===== src/rtl/acq_scheduler.sv =====
// rtl/acq_scheduler.sv - ADC read sequencer and two-channel signed result integrator
module acq_scheduler #(
  parameter int CHANNEL_DATA_WIDTH = 18,
  parameter int SAMPLES_PER_PERIOD = 32,
  parameter int PERIODS_PER_RESULT = 32,
  parameter int COUNT_WIDTH        = 10,
  parameter int RESULT_WIDTH       = 28,
  parameter int TIMEOUT_CYCLES     = 255
) (
  input  logic                          clk,
  input  logic                          rst,
  input  logic                          enable,
  input  logic                          sample_tick,
  input  logic                          clr_flags,
  output logic                          rd_start,
  input  logic                          rd_done,
  input  logic [CHANNEL_DATA_WIDTH-1:0] rd_data_1,
  input  logic [CHANNEL_DATA_WIDTH-1:0] rd_data_2,
  output logic [RESULT_WIDTH-1:0]       result_1,
  output logic [RESULT_WIDTH-1:0]       result_2,
  output logic                          result_valid,
  output logic                          period_done,
  output logic                          busy,
  output logic                          overrun,
  output logic                          timeout
);

  localparam int TOTAL     = SAMPLES_PER_PERIOD * PERIODS_PER_RESULT;
  localparam int TMO_WIDTH = 8;
  localparam int EXT       = RESULT_WIDTH - CHANNEL_DATA_WIDTH;
  localparam logic [COUNT_WIDTH-1:0] LAST_SAMPLE = COUNT_WIDTH'(TOTAL - 1);
  localparam logic [TMO_WIDTH-1:0]   TMO_LAST    = TMO_WIDTH'(TIMEOUT_CYCLES - 1);
  localparam logic [31:0]            SPP         = 32'(SAMPLES_PER_PERIOD);

  typedef enum logic [2:0] {
    S_IDLE,
    S_WAIT_TICK,
    S_START,
    S_WAIT_DONE,
    S_ACCUM,
    S_PUBLISH
  } state_t;

  state_t state, state_nx;

  logic [TMO_WIDTH-1:0]    tmo_cnt;
  logic [COUNT_WIDTH-1:0]  sample_cnt;
  logic [RESULT_WIDTH-1:0] acc_1, acc_2;
  logic [RESULT_WIDTH-1:0] cap_1, cap_2;
  logic [RESULT_WIDTH-1:0] sum_1, sum_2;

  logic take_sample;
  logic tmo_hit;
  logic last_sample;
  logic period_end;
  logic tick_bad;

  // Decode conditions shared by the FSM, datapath and flag logic
  always_comb begin
    take_sample = (state == S_WAIT_DONE) && rd_done;
    tmo_hit     = (state == S_WAIT_DONE) && !rd_done && (tmo_cnt == TMO_LAST);
    last_sample = (sample_cnt == LAST_SAMPLE);
    period_end  = ((32'(sample_cnt) + 32'd1) % SPP) == 32'd0;
    tick_bad    = sample_tick && (state != S_IDLE) && (state != S_WAIT_TICK);
    sum_1       = acc_1 + cap_1;
    sum_2       = acc_2 + cap_2;
  end

  // State register
  always_ff @(posedge clk) begin
    if (rst) begin
      state <= S_IDLE;
    end else begin
      state <= state_nx;
    end
  end

  // Next-state logic: one read per accepted tick, publish after the last sample
  always_comb begin
    state_nx = state;
    case (state)
      S_IDLE:      if (enable) state_nx = S_WAIT_TICK;
      S_WAIT_TICK: begin
        if (!enable)          state_nx = S_IDLE;
        else if (sample_tick) state_nx = S_START;
      end
      S_START:     state_nx = S_WAIT_DONE;
      S_WAIT_DONE: begin
        if (rd_done)      state_nx = S_ACCUM;
        else if (tmo_hit) state_nx = S_WAIT_TICK;
      end
      S_ACCUM:     state_nx = last_sample ? S_PUBLISH : S_WAIT_TICK;
      S_PUBLISH:   state_nx = S_WAIT_TICK;
      default:     state_nx = S_IDLE;
    endcase
  end

  // Datapath: timeout counter, sample capture, accumulation and result load
  always_ff @(posedge clk) begin
    if (rst) begin
      tmo_cnt    <= '0;
      sample_cnt <= '0;
      acc_1      <= '0;
      acc_2      <= '0;
      cap_1      <= '0;
      cap_2      <= '0;
      result_1   <= '0;
      result_2   <= '0;
    end else begin
      case (state)
        S_WAIT_TICK: begin
          if (!enable) begin
            acc_1      <= '0;
            acc_2      <= '0;
            sample_cnt <= '0;
          end
        end
        S_START: tmo_cnt <= '0;
        S_WAIT_DONE: begin
          if (rd_done) begin
            cap_1 <= {{EXT{rd_data_1[CHANNEL_DATA_WIDTH-1]}}, rd_data_1};
            cap_2 <= {{EXT{rd_data_2[CHANNEL_DATA_WIDTH-1]}}, rd_data_2};
          end else begin
            tmo_cnt <= tmo_cnt + TMO_WIDTH'(1);
          end
        end
        S_ACCUM: begin
          if (last_sample) begin
            result_1   <= sum_1;
            result_2   <= sum_2;
            acc_1      <= '0;
            acc_2      <= '0;
            sample_cnt <= '0;
          end else begin
            acc_1      <= sum_1;
            acc_2      <= sum_2;
            sample_cnt <= sample_cnt + COUNT_WIDTH'(1);
          end
        end
        default: ;
      endcase
    end
  end

  // Registered strobes, busy and sticky flags (a set wins over a clear)
  always_ff @(posedge clk) begin
    if (rst) begin
      rd_start     <= 1'b0;
      busy         <= 1'b0;
      period_done  <= 1'b0;
      result_valid <= 1'b0;
      overrun      <= 1'b0;
      timeout      <= 1'b0;
    end else begin
      rd_start     <= (state_nx == S_START);
      busy         <= (state_nx != S_IDLE);
      period_done  <= take_sample && period_end;
      result_valid <= (state_nx == S_PUBLISH);
      if (tick_bad)       overrun <= 1'b1;
      else if (clr_flags) overrun <= 1'b0;
      if (tmo_hit)        timeout <= 1'b1;
      else if (clr_flags) timeout <= 1'b0;
    end
  end

endmodule


===== config.mk =====
export PLATFORM = sky130hd
export DESIGN_NAME = acq_scheduler
export DESIGN_NICKNAME = d
export VERILOG_FILES = /design/src/rtl/acq_scheduler.sv
export SDC_FILE = /design/constraint.sdc
export NUM_CORES = 1
export LEC_CHECK = 0
export ABC_AREA = 1
export CAP_MARGIN = 20
export CORE_MARGIN = 4
export CORE_UTILIZATION = 25
export DETAILED_ROUTE_END_ITERATION = 16
export PLACE_DENSITY = 0.38
export SLEW_MARGIN = 20
export SYNTH_ARGS = -nofsm -noshare
export SYNTH_HDL_FRONTEND = slang
export SYNTH_SLANG_ARGS = --single-unit

===== constraint.sdc =====
create_clock -name clk -period 5.7 [get_ports clk]
set_clock_uncertainty 0.05 [all_clocks]
set_input_delay 1.14 -clock clk [delete_from_list [all_inputs] [get_ports clk]]
set_output_delay 1.14 -clock clk [all_outputs]
set_load 0.01 [all_outputs]

# --- Word-level counts from Yosys, hierarchy flattened ---
# Cells that the tools add are included.
word_totals:
  inputBits: 42
  wordCells: 71
  register_bits: 175
  out_inout_bits: 62
op_classes:
  addsub: 5
  reduce_logical: 19
  n_eq_ne: 12
  n_mux: 20
ops:
  columns: ["cell", "count"]
  rows:
  - ["28-bit one-hot mux with 2 select lines", 2]
  - ["28-bit 2-to-1 mux", 3]
  - ["28-bit adder", 2]
  - ["32-bit logical NOT", 1]
  - ["10-bit 2-to-1 mux", 2]
  - ["10-bit one-hot mux with 2 select lines", 1]
  - ["3-bit 2-to-1 mux", 6]
  - ["3-bit one-hot mux with 6 select lines", 1]
  - ["8-bit one-hot mux with 2 select lines", 1]
  - ["10-bit by 1-bit adder with 10-bit output, second input constant", 1]
  - ["10-bit equality test, second input constant", 1]
  - ["3-bit by 2-bit equality test with 1-bit output, second input constant", 3]
  - ["3-bit equality test, second input constant", 3]
  - ["8-bit by 1-bit adder with 8-bit output, second input constant", 1]
  - ["8-bit equality test, second input constant", 1]
  - ["8-bit 2-to-1 mux", 1]
  - ["2-bit AND reduction", 4]
  - ["2-bit nonzero test", 4]
  - ["1-bit logical AND", 6]
  - ["3-bit nonzero test", 2]
  - ["5-bit by 1-bit adder with 5-bit output, second input constant", 1]
  - ["2-bit != test, second input constant", 2]
  - ["3-bit by 1-bit equality test with 1-bit output, second input constant", 1]
  - ["3-bit logical NOT", 1]
  - ["other kinds (3)", 5]

# --- Longest topological paths before layout ---
logic_depth:
  ltp_word: 7
  ltp_mapped: 15
  ltp_nobuf: 15

# --- Worst setup path after synthesis ---
# OpenSTA, ideal clock, no wires.
synth_timing:
  path_kind: "input -> register"
  start: "in rst"
  end: "reg acc_1[1]"
  arrival_time_ns: 2.025
  cell_stages: 4
  slack_ns: 3.497
  required_time_ns: 5.522
  path_buffers: 3
  cell_sequence: "clkbuf_1 > buf_1 > clkbuf_1 > nor2_1"
synth_rtl:
  columns: ["item", "line", "source"]
  rows:
  - ["start: declaration", "11", "input logic rst,"]
  - ["end signal: assignment", "135", "acc_1 <= sum_1;"]
  - ["end: declaration", "48", "logic [RESULT_WIDTH-1:0] acc_1, acc_2;"]
# No word-level cell between the ends.

# --- Worst setup path in the final report ---
layout_timing:
  start: "in rd_done"
  end: "reg cap_1[1]"
layout_between:
  elab_chain_len: 1
layout_rtl:
  columns: ["item", "line", "source"]
  rows:
  - ["start: declaration", "16", "input logic rd_done,"]
  - ["2-bit AND reduction (no source line)", null, null]
  - ["end signal: assignment", "121", "cap_1 <= {{EXT{rd_data_1[CHANNEL_DATA_WIDTH-1]}}, rd_data_1};"]
  - ["end: declaration", "49", "logic [RESULT_WIDTH-1:0] cap_1, cap_2;"]
# No other way between the ends.
# A chain may end at the register's enable or synchronous reset.

==> metrics.md <==
| Metric | Value |
|---|---|
| Status | finished, final reports clean |
| Clk sink count | about 180 |
| Final ANT Viol Nets | 0 |
| Worst R2R Setup Slack | between 2000 and 3000 ps |
| Final hold vios | 0 |
| Pleak | 6.34 nW |
| Final setup violating endpoints | 0 |
| Drt first pass iters | 5 |
| CTS max path bufs | 2 |
| Initial antenna violation count | 0 |
| Worst hold path class | register to register |
| Cell variety after synth | 41 |
| Synth Register Bits | around 180 |
| Routed length per placed instance | between 15 and 20 um |
| Number of I/O port buffers | 103 |
| Clock transition at the registers of the reported paths | roughly 70 ps |
| Worst Setup EP | cap_1[1] |
| CTS Buf Count | 17 |
| Register area share after synthesis | between 30% and 40% |
| RSZ-0062 raised after global routing | no |
| Asr flop ratio synth | 0% |
| GR Overflow Total | 0 |
| Total Wirelength | ~35000 um |
| Mapped cell area | around 11000 um2 |
| Crit Path Category | input pin to register |
| PostCTS Resize Cnt | 0 |
| Core Region | roughly 42000 um2 |
| Post-cts hold buffer count | 0 |
| Post-Synth Simple-Gate Area | 33.1% |
| FF-to-FF End | acc_2[9] |
| CP Data Arrival Time | around 3400 ps |
| Fin. max-slew vios | 0 |
| Leading area contributor after synthesis | dfxtp_1 |
| Die ar. | about 46000 um2 |
| Root Buffer | clkbuf_16 |
| Max-Cap Viols | 0 |
| Gate Count Post-Synth | 1691 |
| Chip height | 214 um |
| Main combinational cell family by area after synthesis | simple AND/OR/NAND/NOR gates |
| Vias per Instance | roughly 4.3 |
| Part of the cycle the worst path needs | approximately 55% |
| # rows | 75 |
| Later-pin clock latency in the skew report | ~470 ps |
| Post-synth top cells | nand2_1 (545), inv_1 (272), nor2_1 (221) |
| Post-synthesis xor/xnor area fraction | 2.88% |
| Total GRT Usage | roughly 15% |
| I/O pins | between 100 and 150 |
| DR iter-0 viols | 445 |
| Synth area leaders | dfxtp_1 (33%), nand2_1 (19%), inv_1 (9.6%) |
| Power density of the placed cells | 198 nW/um2 |
| Worst setup EP type | register |
| TritonCTS clock tree | done |
| Share of the synthesized area in the top cell type | about a third |
| R2R cell count | 10 |
| Synthesis warning total | 0 |
| Die span in x | roughly 210 um |
| Hpwl dp | ~26000 um |
| Normalized max-slew margin | roughly a third |
| Placed instance count | about 2.3k |
| Most instantiated library cell after synthesis | nand2_1 |
| DRC Markers | 0 |
| Crit start category | input pin |
| Setup TNS | 0 ps |
| Vias in the first global route | roughly 10k |
| Adder-cell share of the synthesized area | under 10% |
| Critical Path RT | 5970 ps |
| Post-synthesis compound-gate area fraction | 11.6% |
| Syn avg cell area | 6.29 um2 |
| Share of cells above drive strength 1 | 3.48% |
| F_max | about 320 MHz |
| Area grow syn2layout | 19.2% |
| Slew at the pin closest to its max-slew limit | 1000 ps |
| Post-Layout Cell Count | 2323 |
| NumNets Final | ~1.9k |
| Largest net degree at the start of global routing | 77 |
| H-tree level count | 4 |
| CP Max Fanout | 40 |
| Top_reg_cell synth | dfxtp_1 |
| Post-CTS Setup Bufs | 0 |
| Critical path origin | rd_done |
| Peak VDD IR | 0.000206 V |
| Proportion of synthesized area in mux cells | 0% |
| Period minus WS final | 3160 ps |
| Number of synthesized flops with an enable pin | 0 |
| First-pass GRT wire length | between 50000 and 60000 um |
| Reg-to-Reg Start | sample_cnt[0] |
| Initial Utilization | between 20% and 30% |
| Gpl congestion | between 0.8 and 0.9 |
| Diode count | 0 |
| Mapped Nets | between 1.5k and 2k |
| Via Count | ~10k |
==> worst min-delay path by stage <==
stage | start | to | cells past startpoint
2_1_floorplan | tmo_cnt[5] | tmo_cnt[5] | 2
3_3_place_gp | tmo_cnt[5] | tmo_cnt[5] | 2
4_1_cts | tmo_cnt[5] | tmo_cnt[5] | 2
3_5_place_dp | tmo_cnt[5] | tmo_cnt[5] | 2
6_report | tmo_cnt[5] | tmo_cnt[5] | 2
5_1_grt | tmo_cnt[5] | tmo_cnt[5] | 2
==> final cells by class <==
cell class,instances,area (um2)
well taps,539,674
clock buffers,18,439
multi-input cells,1190,5820
fillers,4735,29300
repair buffers,108,1070
inverters,279,1050
flip-flops and latches,175,3500
clock inverters,14,121
==> cells in the final DEF (no fill, tap or decap), types with 4 or more instances in the layout <==
cell,n
buf_4,6
o21ai_1,28
ha_1,58
a31oi_1,4
nand2_1,545
nand3_1,60
o21ai_0,52
clkbuf_16,17
a21oi_1,106
inv_6,6
dfxtp_1,175
xnor2_1,12
a21o_1,11
a2bb2oi_1,8
nand4_1,15
inv_2,8
a211oi_1,4
nor2_1,221
clkdlybuf4s50_1,102
xor2_1,23
nand3b_1,12
inv_1,271
==> kinds of logic (layout without fill, tap and decap cells) <==
logic type | after synthesis | in the layout
AO/OA/AOI/OAI | 225 | 225
buffers and inverters | 326 | 419
AND/OR/NAND/NOR | 870 | 870
flip-flops | 175 | 175
XOR/XNOR | 35 | 35
adder cells (fa/ha/maj) | 60 | 60
==> critical path, cell delays in order <==
cell and delay [ps]:
clkdlybuf4s50_1 460, inv_1 90, nor2_4 730, inv_2 600, o21ai_0 330, a21oi_1 60
==> power breakdown <==
| part | total [W] | switching, W | internal [W] |
|---|---|---|---|
| clock network | 0.00118 | 0.000595 | 0.000587 |
| registers | 0.00123 | 0.00000435 | 0.00123 |
| logic | 0.0000999 | 0.0000607 | 0.0000392 |
| total | 0.00251 | 0.000660 | 0.00185 |
==> metrics by stage <==
step	utilization [%]	total power [W]	setup WS, ps	cell area [um2]	hold WS (ps)
floorplan	-	0.00130	3500	10600	371
global placement	28.9	0.00136	2020	12100	383
detailed placement	28.9	0.00136	1990	12100	386
CTS	30.2	0.00257	2500	12700	401
global route	30.2	0.00262	2290	12700	414
finish	30.2	0.00251	2540	12700	404
==> state kept, by name (all words and copies together), names as in the netlist, 3 cells and up <==
register / flops
cap_2: 18
cap_1: 18
tmo_cnt: 8
result_1: 28
sample_cnt: 10
acc_2: 28
acc_1: 28
result_2: 28
state: 3
==> routing by layer <==
layer / GRT usage [%] / wire length (um)
met4: 4.32 / 644
met3: 2.71 / 890
met5: 0 / 0
met1: 18.8 / 15900
met2: 27.6 / 17500
(Power assumes the default switching activity.)
